**src/rtl/core_pkg.sv**
```systemverilog
// Core-wide widths and exception encodings shared by the front end.
package core_pkg;

    localparam int ALEN = 64;
    localparam int ILEN = 32;

    typedef enum logic [3:0] {
        EXC_INSTR_MISALIGNED   = 4'h0,
        EXC_INSTR_ACCESS_FAULT = 4'h1,
        EXC_ILLEGAL_INSTR      = 4'h2,
        EXC_BREAKPOINT         = 4'h3,
        EXC_INSTR_PAGE_FAULT   = 4'hC
    } except_code_t;

endpackage

```
**src/rtl/fetch_pkg.sv**
```systemverilog
// Fetch-side types: the instruction buffer entry and the sequential PC step.
package fetch_pkg;
    import core_pkg::*;

    localparam int INSTR_BYTES = 4;

    typedef logic [ILEN-1:0] instr_t;

    typedef struct packed {
        instr_t          instr;
        logic [ALEN-1:0] pc;
        logic            except_raised;
        except_code_t    code;
    } prefetch_entry_t;

    function automatic logic [ALEN-1:0] next_pc(input logic [ALEN-1:0] pc);
        return pc + ALEN'(INSTR_BYTES);
    endfunction

endpackage

```
**src/rtl/fetch_fifo.sv**
```systemverilog
// Circular instruction buffer, DEPTH entries of entry_t, synchronous clear.
// Latency: a push is visible at the head on the next cycle; no bypass.
// Backpressure: push while full only succeeds together with a pop.
module fetch_fifo #(
    parameter int  DEPTH   = 4,
    parameter type entry_t = logic
) (
    input  logic                         clk,
    input  logic                         rst,
    input  logic                         clr,
    input  logic                         push,
    input  entry_t                       wdata,
    input  logic                         pop,
    output entry_t                       rdata,
    output logic [$clog2(DEPTH+1)-1:0]   count
);

    localparam int PTR_W = $clog2(DEPTH);
    localparam int CNT_W = $clog2(DEPTH + 1);

    entry_t           mem [DEPTH];
    logic [PTR_W-1:0] wr_ptr;
    logic [PTR_W-1:0] rd_ptr;
    logic             do_push;
    logic             do_pop;

    assign do_pop  = pop && (count != '0);
    assign do_push = push && ((count != CNT_W'(DEPTH)) || do_pop);

    // Pointers are PTR_W wide with DEPTH a power of two, so they wrap for free.
    always_ff @(posedge clk) begin
        if (rst || clr) begin
            wr_ptr <= '0;
            rd_ptr <= '0;
            count  <= '0;
        end else begin
            if (do_push) wr_ptr <= wr_ptr + PTR_W'(1);
            if (do_pop)  rd_ptr <= rd_ptr + PTR_W'(1);
            case ({do_push, do_pop})
                2'b10:   count <= count + CNT_W'(1);
                2'b01:   count <= count - CNT_W'(1);
                default: count <= count;
            endcase
        end
    end

    always_ff @(posedge clk) begin
        if (do_push && !clr && !rst) mem[wr_ptr] <= wdata;
    end

    assign rdata = mem[rd_ptr];

endmodule

```
**src/rtl/prefetch_unit.sv**
```systemverilog
// Instruction prefetcher: credit-limited in-order memory requests feeding a small issue buffer.
// Latency: response-to-issue 1 cycle; 0 when built with PREFETCH_BYPASS_EN and the buffer is empty.
// Backpressure: requests stop when in-flight plus buffered reach DEPTH, so responses are always accepted.
module prefetch_unit
    import core_pkg::*;
    import fetch_pkg::*;
#(
    parameter int              DEPTH           = 4,
    parameter int              MAX_OUTSTANDING = 2,
    parameter logic [ALEN-1:0] BOOT_PC         = 64'h0
) (
    input  logic               clk_i,
    input  logic               rst_i,

    input  logic               redirect_valid_i,
    input  logic [ALEN-1:0]    redirect_pc_i,

    output logic               instr_valid_o,
    input  logic               instr_ready_i,
    output logic [ALEN-1:0]    instr_addr_o,

    input  logic               instr_valid_i,
    output logic               instr_ready_o,
    input  logic [ILEN-1:0]    instr_rdata_i,
    input  logic               instr_except_raised_i,
    input  except_code_t       instr_except_code_i,

    output logic               issue_valid_o,
    input  logic               issue_ready_i,
    output logic [ILEN-1:0]    issue_instr_o,
    output logic [ALEN-1:0]    issue_pc_o,
    output logic               issue_except_raised_o,
    output except_code_t       issue_except_code_o
);

    localparam int CNT_W = $clog2(DEPTH + 1);
    localparam int INF_W = $clog2(MAX_OUTSTANDING + 1);
    localparam logic [INF_W-1:0] MAX_INF = INF_W'(MAX_OUTSTANDING);

    logic [ALEN-1:0]  req_pc;
    logic [ALEN-1:0]  rsp_pc;
    logic [INF_W-1:0] inflight;
    logic [INF_W-1:0] inflight_next;
    logic [INF_W-1:0] drop_cnt;
    logic             halted;
    logic [CNT_W-1:0] count;
    logic [31:0]      credit_used;

    logic             req_fire;
    logic             rsp_fire;
    logic             rsp_keep;
    logic             push;
    logic             pop;

    prefetch_entry_t  rsp_entry;
    prefetch_entry_t  head;
    prefetch_entry_t  issue_sel;

    // Stale responses still owed by memory occupy no buffer slot, hence the drop_cnt discount.
    assign credit_used = 32'(inflight) - 32'(drop_cnt) + 32'(count);

    assign instr_valid_o = !rst_i && !redirect_valid_i && !halted
                           && (inflight < MAX_INF) && (credit_used < 32'(DEPTH));
    assign instr_addr_o  = req_pc;
    assign instr_ready_o = !rst_i;

    assign req_fire = instr_valid_o && instr_ready_i;
    assign rsp_fire = instr_valid_i && instr_ready_o;
    assign rsp_keep = rsp_fire && !redirect_valid_i && (drop_cnt == '0);

    assign inflight_next = inflight + INF_W'(req_fire) - INF_W'(rsp_fire);

    always_comb begin
        rsp_entry               = '0;
        rsp_entry.instr         = instr_rdata_i;
        rsp_entry.pc            = rsp_pc;
        rsp_entry.except_raised = instr_except_raised_i;
        rsp_entry.code          = instr_except_code_i;
    end

`ifdef PREFETCH_BYPASS_EN
    logic bypass;

    assign bypass        = rsp_keep && (count == '0);
    assign push          = rsp_keep && !(bypass && issue_ready_i);
    assign issue_valid_o = !rst_i && ((count != '0) || bypass);
    assign issue_sel     = bypass ? rsp_entry : head;
`else
    assign push          = rsp_keep;
    assign issue_valid_o = !rst_i && (count != '0);
    assign issue_sel     = head;
`endif

    assign pop = issue_valid_o && issue_ready_i && !redirect_valid_i && (count != '0);

    assign issue_instr_o         = issue_sel.instr;
    assign issue_pc_o            = issue_sel.pc;
    assign issue_except_raised_o = issue_sel.except_raised;
    assign issue_except_code_o   = issue_sel.code;

    fetch_fifo #(
        .DEPTH   (DEPTH),
        .entry_t (prefetch_entry_t)
    ) u_fifo (
        .clk   (clk_i),
        .rst   (rst_i),
        .clr   (redirect_valid_i),
        .push  (push),
        .wdata (rsp_entry),
        .pop   (pop),
        .rdata (head),
        .count (count)
    );

    // A redirect owes a drop for every request still in flight after this cycle's response.
    always_ff @(posedge clk_i) begin
        if (rst_i) begin
            req_pc   <= BOOT_PC;
            rsp_pc   <= BOOT_PC;
            inflight <= '0;
            drop_cnt <= '0;
            halted   <= 1'b0;
        end else if (redirect_valid_i) begin
            req_pc   <= redirect_pc_i;
            rsp_pc   <= redirect_pc_i;
            inflight <= inflight_next;
            drop_cnt <= inflight_next;
            halted   <= 1'b0;
        end else begin
            inflight <= inflight_next;
            if (req_fire) req_pc <= next_pc(req_pc);
            if (rsp_fire && (drop_cnt != '0)) drop_cnt <= drop_cnt - INF_W'(1);
            if (rsp_keep) begin
                rsp_pc <= next_pc(rsp_pc);
                if (instr_except_raised_i) halted <= 1'b1;
            end
        end
    end

endmodule

```
**config.mk**
```make
export PLATFORM = sky130hd
export DESIGN_NAME = prefetch_unit
export DESIGN_NICKNAME = d
export VERILOG_FILES = /design/src/rtl/core_pkg.sv /design/src/rtl/fetch_pkg.sv /design/src/rtl/fetch_fifo.sv /design/src/rtl/prefetch_unit.sv
export SDC_FILE = /design/constraint.sdc
export NUM_CORES = 1
export LEC_CHECK = 0
export BUFFER_PORTS_ARGS = -buffer_cell sky130_fd_sc_hd__buf_4
export CAP_MARGIN = 20
export CELL_PAD_IN_SITES_DETAIL_PLACEMENT = 2
export CELL_PAD_IN_SITES_GLOBAL_PLACEMENT = 2
export CORE_MARGIN = 3
export CORE_UTILIZATION = 41
export DETAILED_ROUTE_END_ITERATION = 10
export PLACE_DENSITY_LB_ADDON = 0.1
export RECOVER_POWER = 100
export SYNTH_ARGS = -nofsm -noshare
export SYNTH_HDL_FRONTEND = slang
export SYNTH_SLANG_ARGS = --single-unit
```
**constraint.sdc**
```tcl
create_clock -name clk_i -period 4.44 [get_ports clk_i]
set_input_delay 0.666 -clock clk_i [delete_from_list [all_inputs] [get_ports clk_i]]
set_output_delay 0.666 -clock clk_i [all_outputs]
set_load 0.1 [all_outputs]
```
Word level (Yosys, flattened, before mapping). Memories as Yosys holds them, arrays and structs flattened. A register that Yosys moved wholly into a read port is not among the register bits. Cells that the tools add are included. W data, S select, Z words.

Add/sub/neg operators: 11. Multiply operators: 0. Div/mod/pow operators: 0. Magnitude comparators: 2. Equality and inequality tests: 3. Shift operators: 0. Multiplexer cells: 11. Bitwise logic cells: 0. Reductions and logical operators: 31.

Operators with widths (count): $mux W64 (4); $add A64 B3 Y64 const B (2); $lt A32 B3 Y1 const B (1); $logic_and A1 B1 Y1 (17); $reduce_bool A2 Y1 (5); $mux W2 (4); $pmux W3 S2 (1); $add A3 B4 Y5 (1); $add A2 B1 Y2 const B (2); $add A3 B1 Y3 const B (1); $logic_not A1 Y1 (3); $ne A3 B3 Y1 const B (1); $reduce_bool A3 Y1 (1); $sub A2 B2 Y3 (1); $sub A3 B1 Y3 const B (1); $add A2 B1 Y2 (1); $eq A2 B1 Y1 const B (1); $eq A2 B2 Y1 const B (1); $logic_not A2 Y1 (1); $logic_or A1 B1 Y1 (2); $lt A2 B2 Y1 const B (1); $mux W1 (2); $reduce_and A2 Y1 (1); $reduce_or A2 Y1 (1); other kinds (2) (2).

Register bits: 140. Bits in latches: 0. Memory bits (writable): 404. ROM bits: 0. Input bits: 107. Output and inout bits: 168. Word-level logic and storage cells: 67. Memories: 1.

Memory list: u_fifo.mem (depth 4, bits a word 101, rd ports 1, clocked after memory_dff 1, wr ports 1, RTL line fetch_fifo.sv:21) `entry_t mem [DEPTH];`.

Depth between registers and ports, before layout.
Depth in word-level cells: 12. Depth in mapped cells: 17. Mapped depth without buffers: 16.

Cells and area by module. From an unflattened synthesis, not the netlist that was laid out.

Cell total of the unflattened synthesis: 1547. Area total of the unflattened synthesis: 22700.5 µm².

By module, submodules not included: fetch_fifo (instances 1, cells each 587, area an instance 15046.9 µm², seq. area each 12311.8 µm²); prefetch_unit (instances 1, cells each 960, area an instance 7653.6 µm², seq. area each 2662.6 µm²).

Worst setup path before layout. OpenSTA, ideal clock, no wires.

Path kind: input to register. Start point: input port redirect_valid_i. End point: memory u_fifo.mem[1][0] (netlist name), enable pin. Library setup time: 0.471 ns. Data arrival time: 3.657 ns. Data required time: 3.969 ns. Setup slack: 0.312 ns. Cell stages on the path: 4. Buffers on the path: 1. Path through: nand4bb_1 -> buf_2 -> nor2_1 -> and2_1.

Longest elaborated chain between the ends: 10. Elaborated cells between the ends (all ways): 12. Those cells by class: 2 x mux; 10 x reduce/logical.

RTL lines: start, declared (RTL line prefetch_unit.sv:15) `input logic redirect_valid_i,`; $logic_not A1 Y1 * (RTL line fetch_fifo.sv:48, prefetch_unit.sv:69, prefetch_unit.sv:94); $logic_and A1 B1 Y1 (2 in series) (RTL line prefetch_unit.sv:94) `assign pop = issue_valid_o && issue_ready_i && !redirect_valid_i && (count != '0);`; $logic_and A1 B1 Y1 (RTL line fetch_fifo.sv:27) `assign do_pop = pop && (count != '0);`; $logic_or A1 B1 Y1 (RTL line fetch_fifo.sv:28) `assign do_push = push && ((count != CNT_W'(DEPTH)) || do_pop);`; $logic_and A1 B1 Y1 (RTL line fetch_fifo.sv:28); $logic_and A1 B1 Y1 * (2 in series) (RTL line fetch_fifo.sv:48) `if (do_push && !clr && !rst) mem[wr_ptr] <= wdata;`; $mux W1 * (RTL line fetch_fifo.sv:48); $mux W1 (implied by the code) * (RTL line fetch_fifo.sv:48); end, declared (RTL line fetch_fifo.sv:21).

Mark *: on every way between the ends. The rest lies on a longest branch, timed or not.

Worst setup path in the final report.
Start point: input port redirect_valid_i. End point: memory u_fifo.mem[1][27] (netlist name), enable pin.

The elaborated chain is that of the path after synthesis.

==> qor.csv <==
stage;metric;value;unit
status;status;finished with violations;
status;violations_in_the_final_reports;max-capacitance violations, max-slew violations;
sta;hold_slack_final;304;ps
cells_and_area;diodes;0;
synthesis;mappedNetlistArea;22600;sq um
power;power.share.clock;40.3;%
critical_path;criticalPathCategory;in -> reg;
clocking;cts_post_setup_buffers_inserted;0;
power;p_sw_share;27.1;%
clocking;worst_setup_hold_path_clk_slew;60;ps
synthesis;yosys.cell_types.count;71;
power;seq_power_share;49.5;%
power;p_per_area;437;nW/um^2
synthesis;synth_fp_nets;1675;
synthesis;yosysTopAreaCellShare;53.6;%
sta;max_slew.worst_pin.slew;1950;ps
floorplanning;design.die.area;58100;sq um
critical_path;setup.worst_path.start;redirect_valid_i;
floorplanning;chipHeight;241;microns
placed_design;place_congestion;0.823;
clocking;root_buffer;sky130_fd_sc_hd__clkbuf_16;
critical_path;critical_path_required;4690;ps
power;max-vdd-ir-drop;0.292;mV
synthesis;synth_enable_flop_cells;404;
clocking;cts-root-to-sink-buffers;3;
placed_design;detailedPlacementHpwl;50100;microns
drt;final_antenna_net_count;0;
drt;num_vias;15134;
sta;min_period_over_period;90.4;%
cells_and_area;layout-drive-gt1-share;21.9;%
synthesis;synth_seq_cells;546;
global_routing;grt_start_max_net_pins;64;
sta;rsz_0062_raised_after_global_routing;false;
clocking;cts_hold_repair.buffers;0;
global_routing;grt-ovfl-total;0;
drt;viasPerCell;5.83;
sta;setup_viol;0;
synthesis;sequential_element_share_of_the_synthesized_area;66.1;%
placed_design;portBuffers;274;
synthesis;synth.largest_area_cell;sky130_fd_sc_hd__edfxtp_1;
global_routing;grt_first_pass_wirelength;109000;microns
global_routing;global_route.usage.total;25.0;%
clocking;cts_buffers;57;
cells_and_area;nets;1972;
drt;first_iter_violations;1091;
floorplanning;io-pin-count;275;
critical_path;worst-r2r-cell-count;13;
sta;timing.max_slew.rel_slack;-29.7;%
synthesis;postSynth.topFlopCell;sky130_fd_sc_hd__edfxtp_1;
critical_path;largest_fanout_on_the_critical_path;32;
sta;achievable-frequency;0.249;GHz
critical_path;regToRegEndpoint;instr_addr_o[33];
drt;routed_wl;72400;microns
run;max_cap_violations;1;
sta;fin_setup_tns;0;ps
power;power.total;11.7;mW
drt;dr_pass1_iterations;5;
critical_path;setup.worst_path.end;u_fifo.mem[1][27];
clocking;post_cts_sizing_count;0;
sta;hold_viol;0;
synthesis;synthArstFlopShare;0;%
clocking;htreeDepth;2;
floorplanning;start_util;41.7;%
critical_path;cp_data_arrival_time;4260;ps
drt;drc;0;
hold_path;type_of_the_tightest_min_delay_check;in -> reg;
synthesis;ys_top_cells_by_area;sky130_fd_sc_hd__edfxtp_1, sky130_fd_sc_hd__dfxtp_1, sky130_fd_sc_hd__mux4_2;
clocking;tritoncts;built;
global_routing;vias_in_the_first_global_route;16508;
power;pwr-share-comb;10.2;%
synthesis;netlist_instances;1553;
cells_and_area;flow.area_growth_from_synthesis;18.4;%
floorplanning;core;54200;sq um
sta;timing.final.crit_period;4010;ps
cells_and_area;final_cell_mix;sky130_fd_sc_hd__edfxtp_1, sky130_fd_sc_hd__dfxtp_1, sky130_fd_sc_hd__clkbuf_1;
critical_path;regToRegSetupSlack;810;ps
critical_path;worstSetupStartpointType;input port;
critical_path;r2r_start;inflight[0];
floorplanning;chipWidth;241;microns
sta;worst_clock_skew;22.2;ps
clocking;clock-sinks;546;
power;power.net_switching;3.17;mW
power;total_leakage_power;8.68;nW
critical_path;end_kind;flip-flop;
synthesis;ys_warn_count;0;
global_routing;antenna_found_initial;1;
synthesis;synth_area_per_cell;14.6;sq um
drt;wire_per_inst;27.9;microns
sta;report.final.slew_viol_count;33;
power;intPower;8.54;mW
floorplanning;placementRows;85;
clocking;clkLatencyLatePin;630;ps
cells_and_area;mostFrequentLayoutCell;sky130_fd_sc_hd__edfxtp_1;
state kept, by name (all words and copies together) (netlist names), named ones only:
signal         count
u_fifo.mem       404
instr_addr_o      64
rsp_pc            64
u_fifo.count       3
drop_cnt           2
inflight           2
u_fifo.rd_ptr      2
u_fifo.wr_ptr      2
halted             1
power by group through the flow:
stage	Clock, mW	Combinational [mW]	Sequential [mW]
global route	5.03	1.27	5.81
global placement	0	1.25	5.87
finish	4.72	1.20	5.79
detailed placement	0	1.28	5.90
CTS	4.83	1.28	5.79
floorplan	0	0.626	6.08
layout make-up:
class	instances	area [sq um]
multi-input cells	892	7210
fillers	5295	27400
well taps	696	871
clock inverters	23	173
inverters	38	144
flip-flops and latches	546	15000
repair buffers	315	1770
clock buffers	85	1670
synthesized netlist by cell type, drive strengths merged (9+ instances only):
cell and instances:
and2 19, nand2 122, ha 13, xor2 17, nor3 20, nor4 35
o211ai 15, a31oi 27, mux4 101, and3 19, dfxtp 142, nor2 80
or2 11, or3 14, o21a 9, a211oi 18, o311ai 15, a21oi 57
edfxtp 404, clkbuf 49, nand4 48, xnor2 43, and4 16, inv 37
nand3 62, or4 11, o21ai 40, buf 28, a21boi 12
worst max-delay path, cell delays in order:
cell and delay, ps:
sky130_fd_sc_hd__clkbuf_1 720, sky130_fd_sc_hd__nand4bb_1 570, sky130_fd_sc_hd__clkbuf_1 230, sky130_fd_sc_hd__nor2_1 490
sky130_fd_sc_hd__and2_2 830, sky130_fd_sc_hd__clkbuf_1 720
routing by layer:
metal | up-vias | wire length [microns] | global-route usage [%]
li1 | 6707 | - | -
met1 | 7923 | 31500 | 34.1
met2 | 410 | 35500 | 41.7
met3 | 94 | 3750 | 4.65
met4 | 0 | 1670 | 6.21
met5 | - | 0 | 0
logic make-up after synthesis:
kind of cell	share of synthesized area, %
mux	10.5
fa+ha+maj	0.895
xor+xnor	2.32
compound gates	6.72
simple gates	11.4
buf+inv	2.01
flops	66.1
worst min path at each step:
stage / startpoint / to / slack [ps] / cells after the start
6_report: redirect_pc_i[63] / instr_addr_o[63] / 300 / 2
5_1_grt: redirect_pc_i[63] / instr_addr_o[63] / 290 / 2
4_1_cts: instr_rdata_i[19] / u_fifo.mem[2][88] / 200 / 1
3_5_place_dp: instr_addr_o[0] / instr_addr_o[0] / 480 / 2
3_3_place_gp: instr_addr_o[1] / instr_addr_o[1] / 450 / 2
2_1_floorplan: halted / halted / 440 / 2
stage by stage:
| step | std cells | worst slack, ps | cell area (sq um) | util (%) |
|---|---|---|---|---|
| finish | 2595 | 427 | 26800 | 49.4 |
| global route | 2595 | 260 | 26800 | 49.4 |
| CTS | 2595 | 621 | 27600 | 50.8 |
| detailed placement | 2487 | 818 | 25700 | 47.4 |
| global placement | 2486 | 953 | 25700 | 47.4 |
| floorplan | 1553 | 312 | 22600 | - |
Power figures use the tool's default switching activity.
